## src/rtl/cfg_chain_loader_pkg.sv

```systemverilog
// Shared definitions for the configuration chain loader: default geometry,
// FSM state encodings and a small state-decoding helper.
package cfg_chain_loader_pkg;

    // Default chain geometry used by the fabric top and the benches.
    localparam int DEF_CHAIN_LEN = 32;
    localparam int DEF_WORD_W    = 8;

    // Loader FSM states, kept as plain constants for legacy compatibility.
    localparam logic [1:0] ST_IDLE   = 2'd0;
    localparam logic [1:0] ST_LOAD   = 2'd1;
    localparam logic [1:0] ST_VERIFY = 2'd2;

    // True while a transfer (load or verify pass) is in progress.
    function automatic logic state_is_active(input logic [1:0] state);
        return (state == ST_LOAD) || (state == ST_VERIFY);
    endfunction

endpackage

```

## src/rtl/cfg_serializer.sv

```systemverilog
// Word-to-bit serializer feeding the chain head. The output bit register is
// the pin register itself, so a word accepted at edge t presents bit 0 during
// the following cycle and the remaining bits follow one per cycle.
module cfg_serializer
    import cfg_chain_loader_pkg::*;
#(
    parameter int WORD_W = DEF_WORD_W
) (
    input  logic              prog_clk,
    input  logic              rst,
    input  logic              clr,
    input  logic              load,
    input  logic [WORD_W-1:0] data,
    output logic              bit_o,
    output logic              shift_o,
    output logic              empty_o,
    output logic              last_o
);

    localparam int CNT_W = $clog2(WORD_W + 1);

    logic [WORD_W-1:0] buf_q, buf_d;
    logic [CNT_W-1:0]  cnt_q, cnt_d;
    logic              bit_q, bit_d;
    logic              shift_q, shift_d;

    // Next-state: load a fresh word, or move the next buffered bit onto the pin.
    always_comb begin
        buf_d   = buf_q;
        cnt_d   = cnt_q;
        bit_d   = 1'b0;
        shift_d = 1'b0;
        if (clr) begin
            buf_d = '0;
            cnt_d = '0;
        end else if (load) begin
            bit_d   = data[0];
            shift_d = 1'b1;
            buf_d   = {1'b0, data[WORD_W-1:1]};
            cnt_d   = CNT_W'(WORD_W - 1);
        end else if (cnt_q != '0) begin
            bit_d   = buf_q[0];
            shift_d = 1'b1;
            buf_d   = {1'b0, buf_q[WORD_W-1:1]};
            cnt_d   = cnt_q - CNT_W'(1);
        end else begin
            buf_d = buf_q;
            cnt_d = cnt_q;
        end
    end

    // Buffer, remaining-bit count and pin registers.
    always_ff @(posedge prog_clk or negedge rst) begin
        if (!rst) begin
            buf_q   <= '0;
            cnt_q   <= '0;
            bit_q   <= 1'b0;
            shift_q <= 1'b0;
        end else begin
            buf_q   <= buf_d;
            cnt_q   <= cnt_d;
            bit_q   <= bit_d;
            shift_q <= shift_d;
        end
    end

    // Empty: nothing on the pin and nothing buffered. Last: the final bit of
    // the current word is on the pin, so a new word can be taken without a gap.
    assign bit_o   = bit_q;
    assign shift_o = shift_q;
    assign empty_o = (cnt_q == '0) && !shift_q;
    assign last_o  = (cnt_q == '0) && shift_q;

endmodule

```

## src/rtl/cfg_chain_loader.sv

```systemverilog
// Configuration loader for the switch-box scan chain. Streams words from a
// valid/ready interface LSB-first into the chain, keeps a shadow copy of what
// was shifted, and optionally rotates the chain once through its tail to
// verify the contents without disturbing them. CHAIN_LEN must be a multiple
// of WORD_W.
module cfg_chain_loader
    import cfg_chain_loader_pkg::*;
#(
    parameter int CHAIN_LEN = DEF_CHAIN_LEN,
    parameter int WORD_W    = DEF_WORD_W
) (
    input  logic              prog_clk,
    input  logic              rst,
    input  logic              start,
    input  logic              verify_en,
    input  logic [WORD_W-1:0] cfg_data,
    input  logic              cfg_valid,
    output logic              cfg_ready,
    output logic              prog_in,
    output logic              prog_en,
    input  logic              chain_tail,
    output logic              busy,
    output logic              done,
    output logic              verify_err
);

    localparam int NUM_WORDS  = CHAIN_LEN / WORD_W;
    localparam int BIT_CNT_W  = $clog2(CHAIN_LEN + 1);
    localparam int WORD_CNT_W = $clog2(NUM_WORDS + 1);

    logic [1:0]            state_q, state_d;
    logic                  verify_sel_q, verify_sel_d;
    logic [BIT_CNT_W-1:0]  bit_cnt_q, bit_cnt_d;
    logic [WORD_CNT_W-1:0] word_cnt_q, word_cnt_d;
    logic [CHAIN_LEN-1:0]  shadow_q, shadow_d;
    logic                  done_q, done_d;
    logic                  verify_err_q, verify_err_d;

    logic                  ser_bit_s;
    logic                  ser_shift_s;
    logic                  ser_empty_s;
    logic                  ser_last_s;
    logic                  start_load_s;
    logic                  accept_s;
    logic                  cfg_ready_s;
    logic [BIT_CNT_W-1:0]  bit_cnt_inc_s;
    logic                  last_shift_s;

    // Ready only while loading, when the serializer can take a word without
    // a gap, and while the chain still needs more words.
    assign cfg_ready_s   = (state_q == ST_LOAD) && (ser_empty_s || ser_last_s)
                           && (word_cnt_q < WORD_CNT_W'(NUM_WORDS));
    assign accept_s      = cfg_valid && cfg_ready_s;
    assign start_load_s  = (state_q == ST_IDLE) && start;
    assign bit_cnt_inc_s = bit_cnt_q + BIT_CNT_W'(1);
    assign last_shift_s  = (bit_cnt_inc_s == BIT_CNT_W'(CHAIN_LEN));

    cfg_serializer #(
        .WORD_W (WORD_W)
    ) u_serializer (
        .prog_clk (prog_clk),
        .rst      (rst),
        .clr      (start_load_s),
        .load     (accept_s),
        .data     (cfg_data),
        .bit_o    (ser_bit_s),
        .shift_o  (ser_shift_s),
        .empty_o  (ser_empty_s),
        .last_o   (ser_last_s)
    );

    // FSM, shift counting, shadow capture/rotation and verify comparison.
    always_comb begin
        state_d      = state_q;
        verify_sel_d = verify_sel_q;
        bit_cnt_d    = bit_cnt_q;
        word_cnt_d   = word_cnt_q;
        shadow_d     = shadow_q;
        verify_err_d = verify_err_q;
        done_d       = 1'b0;
        case (state_q)
            ST_IDLE: begin
                if (start) begin
                    state_d      = ST_LOAD;
                    verify_sel_d = verify_en;
                    bit_cnt_d    = '0;
                    word_cnt_d   = '0;
                    verify_err_d = 1'b0;
                end else begin
                    state_d = ST_IDLE;
                end
            end
            ST_LOAD: begin
                if (accept_s) begin
                    word_cnt_d = word_cnt_q + WORD_CNT_W'(1);
                end else begin
                    word_cnt_d = word_cnt_q;
                end
                if (ser_shift_s) begin
                    shadow_d = {ser_bit_s, shadow_q[CHAIN_LEN-1:1]};
                    if (last_shift_s) begin
                        bit_cnt_d = '0;
                        if (verify_sel_q) begin
                            state_d = ST_VERIFY;
                        end else begin
                            state_d = ST_IDLE;
                            done_d  = 1'b1;
                        end
                    end else begin
                        bit_cnt_d = bit_cnt_inc_s;
                    end
                end else begin
                    bit_cnt_d = bit_cnt_q;
                end
            end
            ST_VERIFY: begin
                // Shadow rotates in step with the chain so shadow[0] always
                // predicts the bit now at the tail.
                shadow_d = {shadow_q[0], shadow_q[CHAIN_LEN-1:1]};
                if (chain_tail != shadow_q[0]) begin
                    verify_err_d = 1'b1;
                end else begin
                    verify_err_d = verify_err_q;
                end
                if (last_shift_s) begin
                    bit_cnt_d = '0;
                    state_d   = ST_IDLE;
                    done_d    = 1'b1;
                end else begin
                    bit_cnt_d = bit_cnt_inc_s;
                end
            end
            default: begin
                state_d   = ST_IDLE;
                bit_cnt_d = '0;
            end
        endcase
    end

    // Loader state registers.
    always_ff @(posedge prog_clk or negedge rst) begin
        if (!rst) begin
            state_q      <= ST_IDLE;
            verify_sel_q <= 1'b0;
            bit_cnt_q    <= '0;
            word_cnt_q   <= '0;
            shadow_q     <= '0;
            done_q       <= 1'b0;
            verify_err_q <= 1'b0;
        end else begin
            state_q      <= state_d;
            verify_sel_q <= verify_sel_d;
            bit_cnt_q    <= bit_cnt_d;
            word_cnt_q   <= word_cnt_d;
            shadow_q     <= shadow_d;
            done_q       <= done_d;
            verify_err_q <= verify_err_d;
        end
    end

    // In VERIFY the tail is fed straight back to the head so the chain
    // rotates once and ends up unchanged; in LOAD the pin registers drive.
    assign prog_en    = (state_q == ST_VERIFY) ? 1'b1
                      : ((state_q == ST_LOAD) ? ser_shift_s : 1'b0);
    assign prog_in    = (state_q == ST_VERIFY) ? chain_tail
                      : ((state_q == ST_LOAD) ? ser_bit_s : 1'b0);
    assign cfg_ready  = cfg_ready_s;
    assign busy       = state_is_active(state_q);
    assign done       = done_q;
    assign verify_err = verify_err_q;

endmodule

```

## config.mk

```make
export PLATFORM = sky130hd
export DESIGN_NAME = cfg_chain_loader
export DESIGN_NICKNAME = d
export VERILOG_FILES = /design/src/rtl/cfg_chain_loader_pkg.sv /design/src/rtl/cfg_serializer.sv /design/src/rtl/cfg_chain_loader.sv
export SDC_FILE = /design/constraint.sdc
export NUM_CORES = 1
export LEC_CHECK = 0
export CAP_MARGIN = 20
export CORE_MARGIN = 3
export CORE_UTILIZATION = 45
export DETAILED_ROUTE_END_ITERATION = 6
export SYNTH_ARGS = -nofsm -noshare
export SYNTH_HDL_FRONTEND = slang
export SYNTH_HIERARCHICAL = 1
export SYNTH_SLANG_ARGS = --single-unit
export TNS_END_PERCENT = 30
```

## constraint.sdc

```tcl
create_clock -name prog_clk -period 5.2 [get_ports prog_clk]
set_input_delay 1.04 -clock prog_clk [delete_from_list [all_inputs] [get_ports prog_clk]]
set_output_delay 1.04 -clock prog_clk [all_outputs]
set_load 0.02 [all_outputs]
```

==> flow_metrics.tcl <==
set metrics [dict create \
    io_pins 20 \
    drc 0 \
    drt-wirelength-per-cell_um 14.4 \
    cp_slowest_cell "clkdlybuf4s50_1" \
    area_growth_pct 15.7 \
    hold_class "reg -> reg" \
    end_kind "output port" \
    whs_endpoint "shadow_q[14]$_DFFE_PN0P_" \
    gp_congestion 0.736 \
    num-nets-final 275 \
    post-route-period-util_pct 70.1 \
    cts_made_buffers 9 \
    path_clk_slew_ns 0.07 \
    rr_endpoint "u_serializer/buf_q[1]$_DFFE_PN0P_" \
    fmax_ghz 0.274 \
    finalClockSkew_ns 0.00882 \
    fp.coreArea_mm2 0.00574 \
    start_kind "register" \
    synth.avg_cell_area_um2 11.9 \
    n_fill_cell 511 \
    grt_overflow 0 \
    htree_levels 3 \
    drive_gt1_share_pct 23.2 \
    critical_path.max_fanout 11 \
    ant_nets 0 \
    cts-resized-gates 0 \
    drt_iter0_drc 73 \
    drt-pass1-iter-count 4 \
    power_frac_comb_pct 31.9 \
    clockRootBuffer "clkbuf_8" \
    synth_top_cell_area_share_pct 53.2 \
    finalSetupViolCount 0 \
    antenna_cells 0 \
    yosys_warnings 6 \
    power_frac_seq_pct 38.7 \
    status "complete, no violations" \
    clk_path_buf_depth 2 \
    initial_utilization_pct 48.3 \
    cp_cell_sequence "inv_1 -> ha_1 -> nor3b_2 -> and2_1 -> nor2_1 -> nor2_1 -> clkdlybuf4s50_1" \
    synth_area_leaders "dfrtp_1, mux2_2, ha_1" \
    worstPathArrival_ns 2.60 \
    p_switching_mw 0.534 \
    synthFlopType "dfrtp_1" \
    synth_edf_count 0 \
    final_area_mm2 0.00321 \
    timing.reg2reg.worst_path_depth 9 \
    reg2reg_setup_slack_ns 2.02 \
    report.final.hold_viol_count 0 \
    grt_pass1_vias 1791 \
    dp_hpwl_mm 3.03 \
    cts.sinks 59 \
    worstHoldStart "shadow_q[15]$_DFFE_PN0P_" \
    grt_max_degree 60 \
    relSlewSlack_pct 31.6 \
    synthTopCellsByCount "dfrtp_1, mux2_2, nor2_1" \
    syn_nets 254 \
    vdd_drop_max_mv 0.268 \
    power.density_mw_per_mm2 501 \
    wl_mm 4.78 \
    tightest_slew_ns 1.02 \
    rsz0062_at_grt "no" \
    clkPwrFrac_pct 29.3 \
    whs_path_depth 1 \
    syn-cell-area_mm2 0.00277 \
    die_w_um 84.5 \
    grt_pass1_wl_mm 8.56 \
    num_rows 27 \
    reg2reg_from "u_serializer/cnt_q[0]$_DFFE_PN0P_" \
    p_total_mw 1.61 \
    vias_per_cell 5.41 \
    drv_cap 0 \
    cp_slowest_stage_delay_ns 0.60 \
    post-cts-setup-buffers 0 \
    synth_most_common_cell "dfrtp_1" \
    port_buffers 19 \
    antenna_found_initial 0 \
    synthCells 233 \
    synth_top_cell_by_area "dfrtp_1" \
    synth.distinct_cells 49 \
    crit_type "reg -> out" \
    die_area_mm2 0.00714 \
    grt_usage_pct 15.3 \
    vias 1791 \
    async_flop_share_pct 100 \
    place_area_mm2 0.00298 \
    cp_common_cell "nor2_1" \
    synth_seq_cells 59 \
    slew_violations 0 \
    ys_seq_area_share_pct 53.2 \
    postCtsHoldBufs 0 \
    tns_ns 0 \
    period_needed_ns 3.64 \
    hold_ws_ns 0.494 \
    multi_input_area_mm2 0.00118 \
    p_int_mw 1.07 \
    chipHeight_um 84.5 \
    regArea_mm2 0.00148 \
    cts_tree "yes" \
    clk_latency_ns 0.34 \
    p_leak_nw 1.50 \
    crit_required_ns 4.16 \
    switching_share_pct 33.3 \
]
[placed cells by master (no fill, tap or decap), drive strengths merged, types with 2 or more instances in the layout]
cell,count
a2111oi,4
a21boi,2
a21oi,9
a22o,2
and2,3
and3,2
buf,2
bufinv,2
clkbuf,10
clkdlybuf4s50,18
clkinv,2
clkinvlp,2
dfrtp,59
ha,7
inv,11
mux2,32
mux2i,3
nand2,13
nand2b,3
nand3,4
nor2,17
nor2b,3
nor3,12
nor4,4
o21ai,10
o2bb2ai,2
o31ai,5
xnor2,2
xor2,2
[metal layers]
layer / vias up / global-route usage [%] / wire length (µm)
met2: 37 / 22.8 / 2180
met5: - / 0 / 0
met1: 870 / 19.9 / 2250
met3: 12 / 3.93 / 217
met4: 0 / 9.06 / 130
li1: 872 / - / -
[worst max-delay path: cells and delay by family (launching register included)]
family | cells | cell delay (ns)
and+or+nand+nor | 4 | 1.01
buffers and inverters | 2 | 0.71
DFF | 1 | 0.38
adders and majority gates | 1 | 0.17
[per-stage QoR]
step	utilization, %	setup slack, ns	std cells
5_1_grt	55.9	1.37	331
4_1_cts	55.9	1.52	331
2_1_floorplan	-	2.58	233
3_3_place_gp	51.9	1.87	315
3_5_place_dp	51.9	1.86	315
6_report	55.9	1.56	331
[layout make-up]
class | count | share of cell area (%)
Sequential cell | 59 | 46.0
Multi-Input combinational cell | 153 | 36.8
Timing Repair Buffer | 20 | 6.01
Clock buffer | 10 | 4.29
Tap cell | 72 | 2.81
Clock inverter | 6 | 2.77
Inverter | 11 | 1.29
[cells by family (layout without fill, tap and decap cells)]
| group | Yosys count | count (layout) | share of synthesized area, % |
|---|---|---|---|
| AND/OR/NAND/NOR | 67 | 67 | 13.1 |
| flip-flops | 59 | 59 | 53.2 |
| AO/OA/AOI/OAI | 40 | 40 | 10.7 |
| multiplexers | 35 | 35 | 14.3 |
| buffers and inverters | 21 | 47 | 4.19 |
| adder cells (fa/ha/maj) | 7 | 7 | 3.16 |
| XOR/XNOR | 4 | 4 | 1.26 |
[power groups by stage]
stage          logic [mW]  clock network, mW  registers, mW
2_1_floorplan       0.438                  0          0.610
3_3_place_gp        0.515                  0          0.629
3_5_place_dp        0.517                  0          0.629
4_1_cts             0.519              0.487          0.622
5_1_grt             0.575              0.510          0.638
6_report            0.513              0.471          0.622
[worst max path at each step]
stage                                            from   endpoint  slack, ns  cells past startpoint
floorplan           u_serializer/cnt_q[0]$_DFFE_PN0P_  cfg_ready       2.58                      7
global placement                           chain_tail    prog_in       1.87                      4
detailed placement                         chain_tail    prog_in       1.86                      4
CTS                 u_serializer/cnt_q[0]$_DFFE_PN0P_  cfg_ready       1.52                      7
global route        u_serializer/cnt_q[0]$_DFFE_PN0P_  cfg_ready       1.37                      7
finish              u_serializer/cnt_q[0]$_DFFE_PN0P_  cfg_ready       1.56                      7
[state kept, by name (all words and copies together), names as in the netlist]
signal                count
u_serializer/cnt_q        4
state_q                   2
bit_cnt_q                 6
word_cnt_q                3
shadow_q                 32
u_serializer/buf_q        7
verify_sel_q              1
u_serializer/bit_o        1
done                      1
verify_err                1
u_serializer/shift_o      1
(Power assumes the default switching activity.)
==> RTL change 1: new RTL, config.mk and constraints unchanged <==
Register the output `verify_err` once more, without a reset; this adds one clock of latency there. The other outputs are not delayed to match.
--- a/src/rtl/cfg_chain_loader.sv
+++ b/src/rtl/cfg_chain_loader.sv
@@ -168,5 +168,7 @@
     assign busy       = state_is_active(state_q);
     assign done       = done_q;
-    assign verify_err = verify_err_q;
+    always_ff @(posedge prog_clk) begin
+        verify_err <= verify_err_q;
+    end
 
 endmodule
Formal check against the unedited RTL: same outputs for any inputs over 10 cycles, from zero or initial values and one cycle with rst low; that may be too few to reach the edited logic, so the function may still have changed.
==> RTL change 1 against the unedited design <==
Wire length is 2.5% lower; cell count is 1.5% higher; sequential cell count is 1 higher; count of clock-buffer cells in the layout is 4 higher; sequential share of layout area is 0.92 points higher; design area is 0.62% lower; register-to-register slack better by 0.52 ns; sequential power is 1% higher; maximum frequency is 1.2% higher; area after synthesis is 0.72% higher; setup slack better by 0.041 ns; total power is 5.8% lower; global-route usage is 0.71 points lower; critical path type unchanged; highest routed layer unchanged.
==> RTL change 1: results <==
set metrics [dict create \
    outcome "complete, no violations" \
    hp-class "reg2reg" \
    fill_cells 536 \
    syn-instance-count 234 \
    hold_depth 0 \
    synth_top_cells_by_count "59 x dfrtp_1, 30 x mux2_2, 17 x nor2_1" \
    grt_max_degree 60 \
    critPathArrivalTime_ns 2.56 \
    synthArstFlopShare_pct 98.33 \
    viasPerCell 5.185 \
    seq_area_frac_synth_pct 53.56 \
    seqCellArea_um2 1496 \
    reg2regPathDepth 10 \
    dp_worst_setup_slack_ns 1.797 \
    place_congestion 0.7326 \
    ir_drop_v 0.0002426 \
    tightest_slew_ns 0.9895 \
    finClkSkew_ns 0.005208 \
    grt_use_total_pct 14.55 \
    holdPathEnd "verify_err" \
    place_inst 320 \
    r2r_end "u_serializer/buf_q[2]" \
    wl_per_cell_um 13.87 \
    r2r_setup_slack_ns 2.54 \
    vias 1742 \
    hold_ws_ns 0.4004 \
    numCtsBuffers 9 \
    dpl.hpwl_um 3138 \
    syn_nets 255 \
    synthTopCellsByArea "dfrtp_1 53%, mux2_2 12%, ha_1 3.1%, nor2_1 2.3%, nor3_1 2.0%" \
    grt_pass1_vias 1801 \
    p_leak_nw 1.491 \
    n_antenna_cell 0 \
    placed_cell_area_um2 3013 \
    layout-drive-gt1-share_pct 22.22 \
    port_buffers 19 \
    largestRegisters "shadow_q: 32 flops, u_serializer/buf_q: 7 flops, bit_cnt_q: 6 flops" \
    grt_pass1_wl_um 8224 \
    drt-initial-drc-count 40 \
    hold_start "verify_err_q" \
    ys_types 50 \
    num-nets-final 277 \
]
RTL change 1: cell count changes after synthesis:
cell     change
dfxtp_1      +1
RTL change 1: cells by family after synthesis:
kind of cell	share of synthesized area, %
AND/OR/NAND/NOR	12.99
flip-flops	53.56
AO/OA/AOI/OAI	10.66
multiplexers	14.24
buffers and inverters	4.165
adder cells (fa/ha/maj)	3.135
XOR/XNOR	1.254
RTL change 1: routing by layer:
| metal | vias up | share of wire (%) | GRT usage, % |
|---|---|---|---|
| met5 | - | 0 | 0 |
| met4 | 0 | 1.8 | 7.770 |
| met3 | 8 | 3.0 | 3.238 |
| met2 | 18 | 46 | 22.42 |
| met1 | 843 | 49 | 19.14 |
| li1 | 873 | - | - |
RTL change 1: how the worst max path moves through the flow:
stage | to | slack, ns | cells after the start
after CTS | cfg_ready | 1.58 | 7
after floorplan | cfg_ready | 2.58 | 7
after global placement | prog_in | 1.80 | 4
after detailed placement | prog_in | 1.80 | 4
after global routing | cfg_ready | 1.37 | 7
final | cfg_ready | 1.60 | 7
RTL change 1: power by group:
part	total, mW	switching (mW)	internal, mW
clock	0.370	0.171	0.199
sequential	0.628	0.0629	0.565
combinational	0.516	0.282	0.234
total	1.51	0.516	0.998
RTL change 1: area by class of cell:
class	count	share of cell area, %
multi-input cells	153	37.05
well taps	75	2.943
flip-flops and latches	60	46.94
clock buffers	14	5.102
inverters	11	1.295
clock inverters	2	0.3925
repair buffers	21	6.279
RTL change 1: worst register-to-register path: stages, from the launching register on:
cell	delay, ns
dfrtp_1	0.37
inv_1	0.11
ha_1	0.17
nor3b_2	0.58
and2_1	0.22
nor2_1	0.09
nor3_2	0.25
buf_4	0.27
inv_1	0.20
nor2_1	0.20
a2111oi_2	0.06
==> RTL change 2: new RTL, config.mk and constraints unchanged <==
Made on the original files. Set the package constant `DEF_WORD_W` to 4 (it was 8).
--- a/src/rtl/cfg_chain_loader_pkg.sv
+++ b/src/rtl/cfg_chain_loader_pkg.sv
@@ -5,5 +5,5 @@
     // Default chain geometry used by the fabric top and the benches.
     localparam int DEF_CHAIN_LEN = 32;
-    localparam int DEF_WORD_W    = 8;
+    localparam int DEF_WORD_W    = 4;
 
     // Loader FSM states, kept as plain constants for legacy compatibility.
Interface: changed (resized cfg_data); port bits go from 20 to 16. The function was not compared with the original's and may differ.
==> RTL change 2 against the unedited design <==
Via count down 7.0%; die area shrank 6.5%; sequential cell count down 4; setup slack better by 0.26 ns; cell count shrank 9.4%; design area down 11%; total power down 24%; area after synthesis is 7.0% lower; wire length fell by 11%; critical endpoint unchanged.
==> RTL change 2: results <==
set metrics [dict create \
    grt_max_degree 56 \
    synthTopCellsByArea "dfrtp_1 53%, mux2_2 14%, ha_1 3.4%, nand2_1 2.0%, mux2i_1 1.9%" \
    dpl.hpwl_um 3071 \
    drt-initial-drc-count 62 \
    ys_types 43 \
    seqPwrFrac_pct 45.4 \
    place_congestion 0.7884 \
    tightest_slew_ns 0.9677 \
    outcome "complete, no violations" \
    layout-drive-gt1-share_pct 21.30 \
    cts-htree-levels 2 \
    cp_max_fo 6 \
    synth_adder_area_share_pct 3.396 \
    clk_latency_ns 0.30 \
    finClkSkew_ns 0.007246 \
    largestRegisters "shadow_q: 32 flops, bit_cnt_q: 6 flops, word_cnt_q: 4 flops" \
    grt_use_total_pct 14.72 \
    muxShareOfSynthArea_pct 16.35 \
    p_leak_nw 1.344 \
    viasPerCell 5.550 \
    syn_nets 229 \
    r2r_setup_slack_ns 2.85 \
    port_buffers 15 \
    first_pass_iters 4 \
    num-nets-final 247 \
    wirelength_um 4236 \
    clkTransAtPathRegs_ns 0.09 \
    grt_pass1_wl_um 7610 \
    power.switching_mw 0.4266 \
    synth_top_cells_by_count "55 x dfrtp_1, 31 x mux2_2, 14 x nand2_1" \
    hold_ws_ns 0.4924 \
    ir_drop_v 0.0002034 \
    seq_area_frac_synth_pct 53.37 \
    synth_compound_area_share_pct 11.45 \
    p_clk_mw 0.226 \
]
-- RTL change 2: cell types whose count changed in the layout (fill, tap and decap cells not counted), sizes merged, moves of 2 or more --
cell / delta
a2111oi: -2
nor2: -9
dfrtp: -4
clkbuf: -5
bufinv: -2
inv: +3
nor4: -2
clkinv: -2
nand2b: +2
nor3: -4
clkdlybuf4s50: -4
mux2i: +2
a21oi: -2
-- RTL change 2: area by class of cell --
cell class / instances / area, µm²
Sequential cell: 55 / 1376
Fill cell: 478 / 2475
Clock buffer: 5 / 68.82
Multi-Input combinational cell: 139 / 1110
Timing Repair Buffer: 16 / 152.6
Tap cell: 70 / 87.58
Inverter: 13 / 48.80
Clock inverter: 2 / 16.27
-- RTL change 2: metrics by stage --
stage	cells	util (%)	area, µm²	setup slack, ns	total power [mW]
global route	300	53.61	2860	1.642	1.308
detailed placement	293	52.02	2775	1.840	1.002
global placement	293	52.02	2775	1.871	0.9732
CTS	300	53.61	2860	1.785	1.234
finish	300	53.61	2860	1.817	1.213
floorplan	212	-	2579	2.697	0.9003
-- RTL change 2: per-layer routing --
layer | global-route usage, % | up-vias | part of all wire, % | wire, µm
met3 | 3.289 | 10 | 3.7 | 155
met5 | 0 | - | 0 | 0
met2 | 25.65 | 30 | 52 | 2208
met4 | 6.312 | 0 | 2.1 | 91
met1 | 17.45 | 832 | 42 | 1780
li1 | - | 793 | - | -
-- RTL change 2: worst paths after layout --
check | end | cells after the start | from
setup / recovery | cfg_ready | 7 | u_serializer/cnt_q[0]
hold / removal | shadow_q[0] | 1 | shadow_q[1]
setup reg to reg | shadow_q[3] | 5 | state_q[1]
hold reg to reg | shadow_q[0] | 1 | shadow_q[1]
max in group asynchronous | shadow_q[20] | 2 | rst
min in group asynchronous | u_serializer/buf_q[1] | 2 | rst
